### src/rtl/exception_sequencer_pkg.sv
// -----------------------------------------------------------------------------
// exception_sequencer_pkg
// Shared CPU definitions used by control_unit and exception_sequencer:
//   - exc_cause_e : exception cause encodings (also the value on the cause port)
//   - exc_state_e : exception sequencer FSM state encodings
//   - default memory byte addresses of the three handler vectors
//   - helpers for cause prioritisation and vector selection
// -----------------------------------------------------------------------------
package exception_sequencer_pkg;

    typedef enum logic [1:0] {
        CAUSE_NONE     = 2'b00,
        CAUSE_OPCODE   = 2'b01,
        CAUSE_OVERFLOW = 2'b10,
        CAUSE_DIVZERO  = 2'b11
    } exc_cause_e;

    typedef enum logic [1:0] {
        IDLE = 2'b00,
        SAVE = 2'b01,
        WAIT = 2'b10,
        LOAD = 2'b11
    } exc_state_e;

    localparam logic [7:0] VEC_OPCODE_DEFAULT   = 8'd253;
    localparam logic [7:0] VEC_OVERFLOW_DEFAULT = 8'd254;
    localparam logic [7:0] VEC_DIVZERO_DEFAULT  = 8'd255;

    // Fixed priority: invalid opcode beats overflow beats divide-by-zero.
    function automatic exc_cause_e prioritize_cause(
        input logic invalid_opcode,
        input logic overflow,
        input logic divzero
    );
        exc_cause_e result;
        if (invalid_opcode) begin
            result = CAUSE_OPCODE;
        end else if (overflow) begin
            result = CAUSE_OVERFLOW;
        end else if (divzero) begin
            result = CAUSE_DIVZERO;
        end else begin
            result = CAUSE_NONE;
        end
        return result;
    endfunction

    // Map a cause onto the memory byte address holding its handler address.
    function automatic logic [7:0] select_vector(
        input exc_cause_e cause,
        input logic [7:0] vec_opcode,
        input logic [7:0] vec_overflow,
        input logic [7:0] vec_divzero
    );
        logic [7:0] result;
        case (cause)
            CAUSE_OPCODE:   result = vec_opcode;
            CAUSE_OVERFLOW: result = vec_overflow;
            CAUSE_DIVZERO:  result = vec_divzero;
            default:        result = 8'd0;
        endcase
        return result;
    endfunction

endpackage

### src/rtl/exception_sequencer.sv
// -----------------------------------------------------------------------------
// exception_sequencer
// Takes an exception raised by decode/ALU/divider, saves the faulting PC
// (pc_in - 4) into EPC, fetches the handler address from a vector location
// in memory and loads it into the PC. Fixed four-cycle sequence:
// IDLE -> SAVE -> WAIT -> LOAD -> IDLE.
//
// Ports:
//   clk, reset        clock, synchronous active-high reset
//   invalid_opcode    decode found an unknown opcode/funct
//   Overflow          ALU overflow on a trapping instruction
//   divzero           divider saw a zero divisor
//   pc_in[31:0]       current (already incremented) PC
//   mem_data_in[31:0] memory read data, valid two cycles after mem_addr
//   busy              sequence in progress (SAVE/WAIT/LOAD)
//   mem_addr[31:0]    vector address during the sequence, 0 in IDLE
//   epc_write/epc_data EPC load strobe and value (pc_in - 4)
//   pc_write/pc_data  PC load strobe and handler address
//   cause[1:0]        latched cause, held until the next trigger
//   done              one-cycle pulse together with pc_write
// -----------------------------------------------------------------------------
module exception_sequencer
    import exception_sequencer_pkg::*;
#(
    parameter logic [7:0] VEC_OPCODE   = VEC_OPCODE_DEFAULT,
    parameter logic [7:0] VEC_OVERFLOW = VEC_OVERFLOW_DEFAULT,
    parameter logic [7:0] VEC_DIVZERO  = VEC_DIVZERO_DEFAULT
) (
    input  logic        clk,
    input  logic        reset,
    input  logic        invalid_opcode,
    input  logic        Overflow,
    input  logic        divzero,
    input  logic [31:0] pc_in,
    input  logic [31:0] mem_data_in,
    output logic        busy,
    output logic [31:0] mem_addr,
    output logic        epc_write,
    output logic [31:0] epc_data,
    output logic        pc_write,
    output logic [31:0] pc_data,
    output logic [1:0]  cause,
    output logic        done
);

    exc_state_e  state_r;
    exc_state_e  state_s;
    exc_cause_e  cause_r;
    exc_cause_e  cause_s;
    exc_cause_e  trig_cause_s;
    logic        trigger_s;

    logic        busy_r;
    logic [31:0] mem_addr_r;
    logic        epc_write_r;
    logic [31:0] epc_data_r;
    logic        pc_write_r;
    logic        done_r;

    // Only the low byte of the vector word is the handler address.
    logic        unused_mem_hi_s;
    assign unused_mem_hi_s = ^mem_data_in[31:8];

    // Next-state logic; a trigger is only recognised in IDLE so exceptions
    // raised mid-sequence are dropped rather than queued.
    always_comb begin
        trig_cause_s = prioritize_cause(invalid_opcode, Overflow, divzero);
        trigger_s    = 1'b0;
        state_s      = state_r;
        case (state_r)
            IDLE: begin
                if (trig_cause_s != CAUSE_NONE) begin
                    trigger_s = 1'b1;
                    state_s   = SAVE;
                end else begin
                    state_s   = IDLE;
                end
            end
            SAVE:    state_s = WAIT;
            WAIT:    state_s = LOAD;
            LOAD:    state_s = IDLE;
            default: state_s = IDLE;
        endcase
    end

    // Cause seen by the output registers: new cause on a trigger, else held.
    always_comb begin
        if (trigger_s) begin
            cause_s = trig_cause_s;
        end else begin
            cause_s = cause_r;
        end
    end

    // FSM state register.
    always_ff @(posedge clk) begin
        if (reset) begin
            state_r <= IDLE;
        end else begin
            state_r <= state_s;
        end
    end

    // Cause latch; survives the return to IDLE.
    always_ff @(posedge clk) begin
        if (reset) begin
            cause_r <= CAUSE_NONE;
        end else begin
            cause_r <= cause_s;
        end
    end

    // Output registers decoded from the next state so every strobe lines up
    // with the state it belongs to. SAVE is only entered on a trigger edge,
    // so pc_in sampled here is the latched PC for the EPC write.
    always_ff @(posedge clk) begin
        if (reset) begin
            busy_r      <= 1'b0;
            mem_addr_r  <= 32'd0;
            epc_write_r <= 1'b0;
            epc_data_r  <= 32'd0;
            pc_write_r  <= 1'b0;
            done_r      <= 1'b0;
        end else begin
            busy_r      <= (state_s != IDLE);
            mem_addr_r  <= (state_s != IDLE)
                           ? {24'd0, select_vector(cause_s, VEC_OPCODE, VEC_OVERFLOW, VEC_DIVZERO)}
                           : 32'd0;
            epc_write_r <= (state_s == SAVE);
            epc_data_r  <= (state_s == SAVE) ? (pc_in - 32'd4) : 32'd0;
            pc_write_r  <= (state_s == LOAD);
            done_r      <= (state_s == LOAD);
        end
    end

    assign busy      = busy_r;
    assign mem_addr  = mem_addr_r;
    assign epc_write = epc_write_r;
    assign epc_data  = epc_data_r;
    assign pc_write  = pc_write_r;
    // Read data arrives in LOAD itself, so it is forwarded rather than
    // registered; gated to zero outside the write strobe.
    assign pc_data   = pc_write_r ? {24'd0, mem_data_in[7:0]} : 32'd0;
    assign cause     = cause_r;
    assign done      = done_r;

endmodule
### config.mk
export PLATFORM = sky130hd
export DESIGN_NAME = exception_sequencer
export DESIGN_NICKNAME = d
export VERILOG_FILES = /design/src/rtl/exception_sequencer_pkg.sv /design/src/rtl/exception_sequencer.sv
export SDC_FILE = /design/constraint.sdc
export NUM_CORES = 1
export LEC_CHECK = 0
export CAP_MARGIN = 20
export CORE_ASPECT_RATIO = 0.6
export CORE_MARGIN = 5
export CORE_UTILIZATION = 30
export CTS_BUF_LIST = sky130_fd_sc_hd__clkbuf_16
export DETAILED_ROUTE_END_ITERATION = 7
export PLACE_DENSITY_LB_ADDON = 0.25
export SLEW_MARGIN = 10
export SYNTH_ARGS = -nofsm -noshare
export SYNTH_HDL_FRONTEND = slang
export SYNTH_SLANG_ARGS = --single-unit
### constraint.sdc
create_clock -name clk -period 5.49 [get_ports clk]
set_input_delay 0.549 -clock clk [delete_from_list [all_inputs] [get_ports clk]]
set_output_delay 0.549 -clock clk [all_outputs]
set_load 0.05 [all_outputs]
==> impl_metrics.tcl <==
set metrics [dict create \
    yosys_warnings 0 \
    fmax_mhz 357.2 \
    place_area_um2 2973 \
    r2r-end "epc_data[0]" \
    hp-class "reg2reg" \
    track_usage 0.1200 \
    grt_pass1_wl_um 8418 \
    tightest_slew_ns 0.7605 \
    rows 23 \
    clock_skew_ns 0.003912 \
    slew_viol_final 0 \
    max_slew_margin 0.4883 \
    htreeDepth 2 \
    netlist_instances 247 \
    cts.sinks 42 \
    path_cells "clkdlybuf4s50_1 -> nor4_1 -> nand4_1 -> nor4bb_1 -> xnor2_1 -> nor2_1" \
    ir_drop_mv 0.1422 \
    cts_hold_buf 0 \
    cts_tree "yes" \
    cts-resized-gates 0 \
    syn_to_final_growth_pct 46.58 \
    critPathKind "in2reg" \
    synth-edff-count 0 \
    post-cts-setup-buffers 0 \
    r2r-start "state_r[0]" \
    vias 1720 \
    worstSetupStartpointType "primary input" \
    p_per_area_nw_per_um2 464.6 \
    drcViolationCount 0 \
    critPathMaxStageDelay_ns 0.70 \
    fin_crit_sh 0.5099 \
    endpoint "epc_data[28]" \
    start_util 0.3128 \
    grt_max_degree 31 \
    post_route_cells_drive_above_1_share 0.03509 \
    dp_hpwl_um 4524 \
    worstRegToRegCells 8 \
    nets 413 \
    insertion_delay_ns 0.28 \
    first_global_vias 1711 \
    dp_cells 421 \
    cts.clk_slew.worst_paths_ns 0.06 \
    synthDistinctLibCells 32 \
    fin_setup_tns_ns 0 \
    final_util 0.4585 \
    crit_arrival_ns 2.96 \
    whs_ns 0.6163 \
    vias_per_cell 4.009 \
    grt_overflow 0 \
    cts_buffers 5 \
    final_hold_viol_count 0 \
    cts_root_buffer "clkbuf_16" \
    ys_seq_area_frac 0.3958 \
    first_pass_iters 4 \
    worstSetupEndpointType "flip-flop" \
    grt_setup_unrepaired "no" \
    die_area_um2 8920 \
    core_um2 6792 \
    fillers 680 \
    synth_area_um2 2125 \
    instances_no_fill 429 \
    synthArstFlopShare 0 \
    path_max_fanout 9 \
    portBuffers 98 \
    crit_required_ns 5.65 \
    drtIter0Drc 48 \
    cts_buffer_depth 2 \
    antenna_found_initial 0 \
    gp_congestion 0.7837 \
    crit_start "pc_in[13]" \
    ios 171 \
    r2r_slack_ns 3.69 \
    setup_viol 0 \
    wl_per_cell_um 12.97 \
    final_cell_area_um2 3114 \
    p_leak_nw 1.196 \
    drt.antenna.violating_nets 0 \
    maxCapViolCount 0 \
    slowest_stage "nor4_1" \
    diodes 0 \
    routed_wl_um 5566 \
    die_x_um 118.6 \
    ys.flop_type "dfxtp_1" \
    die_h_um 75.19 \
    layout_min_cycle_time_ns 2.799 \
    status "completed" \
    syn_area_per_cell_um2 8.601 \
    ys_seq_elements 42 \
]
[how the worst min path moves through the flow]
| stage | from | endpoint | slack [ns] | cells past startpoint |
|---|---|---|---|---|
| CTS | cause[0] | cause[0] | 0.61 | 2 |
| global placement | cause[0] | cause[0] | 0.58 | 2 |
| finish | cause[0] | cause[0] | 0.62 | 2 |
| global route | cause[1] | mem_addr[1] | 0.65 | 2 |
| detailed placement | cause[0] | cause[0] | 0.60 | 2 |
| floorplan | state_r[1] | done | 0.59 | 2 |
[critical path, delay by kind of cell]
family | cells | cell delay, ns
buffers and inverters | 1 | 0.48
xor gates and xnor gates | 1 | 0.16
and+or+nand+nor | 4 | 1.77
[through the flow]
step                setup WS [ns]  power [mW]
floorplan                   3.231      0.9715
global placement            2.416       1.173
detailed placement          2.397       1.177
CTS                         2.688       1.466
global route                2.553       1.521
finish                      2.691       1.447
[flip-flops by register name, indices dropped and copies added (netlist names)]
name	count
cause	2
state_r	2
mem_addr	3
epc_data	32
epc_write	1
done	1
busy	1
[cells in the mapped netlist (4+ instances only)]
library cell | instances | share of area
a21oi_1 | 8 | 0.019
xor2_1 | 10 | 0.041
nor2b_1 | 4 | 0.012
nor2_1 | 34 | 0.060
dfxtp_1 | 42 | 0.40
o21ai_0 | 5 | 0.012
nor3_1 | 10 | 0.024
nand2_1 | 7 | 0.012
xnor2_1 | 11 | 0.045
buf_4 | 54 | 0.19
or3_1 | 6 | 0.018
and2_1 | 11 | 0.032
nor4_1 | 7 | 0.021
clkbuf_1 | 4 | 0.0071
inv_1 | 6 | 0.011
[layout make-up]
class,count,area [um2],area share
Timing Repair Buffer,99,988.4,0.3174
Tap cell,87,108.9,0.03495
Clock buffer,5,125.1,0.04018
Clock inverter,3,16.27,0.005223
Sequential cell,42,840.8,0.2700
Inverter,6,22.52,0.007232
Multi-Input combinational cell,187,1012,0.3250
[kinds of logic (layout without fill, tap and decap cells)]
logic type,after synthesis,in the layout,synth area share
compound gates,17,17,0.04476
xor+xnor,21,21,0.08657
fa+ha+maj,3,3,0.01767
buf+inv,65,113,0.2108
flops,42,42,0.3958
other cells,1,48,0.001765
simple gates,98,98,0.2426
[metal layers]
metal	vias to the layer above	global-route usage	share of wire
li1	899	-	-
met1	753	0.1522	0.45
met2	60	0.1824	0.45
met3	8	0.05706	0.090
met4	0	0.03851	0.010
met5	-	0	0
[where the power goes]
| group | internal, mW | leakage (nW) | switching, mW | total (mW) |
|---|---|---|---|---|
| clock network | 0.166 | 0.0672 | 0.117 | 0.283 |
| logic | 0.226 | 0.784 | 0.530 | 0.755 |
| registers | 0.382 | 0.345 | 0.0269 | 0.409 |
| total | 0.773 | 1.20 | 0.673 | 1.45 |
[placed cells by master, fill, tap and decap left out, types with 2 or more instances in the layout]
master,synthesis,routed
clkdlybuf4s50_1,0,98
conb_1,1,48
dfxtp_1,42,42
nor2_1,34,34
and2_1,11,11
xnor2_1,11,11
nor3_1,10,10
xor2_1,10,10
a21oi_1,8,8
nand2_1,7,7
nor4_1,7,7
inv_1,6,6
or3_1,6,6
o21ai_0,5,5
clkbuf_16,0,5
nor2b_1,4,4
nand2b_1,3,3
nand4_1,3,3
nand3_1,3,3
ha_1,3,3
o21a_1,2,2
or4_1,2,2
or4_4,2,2
No activity file was read; power rests on OpenSTA's default activity.
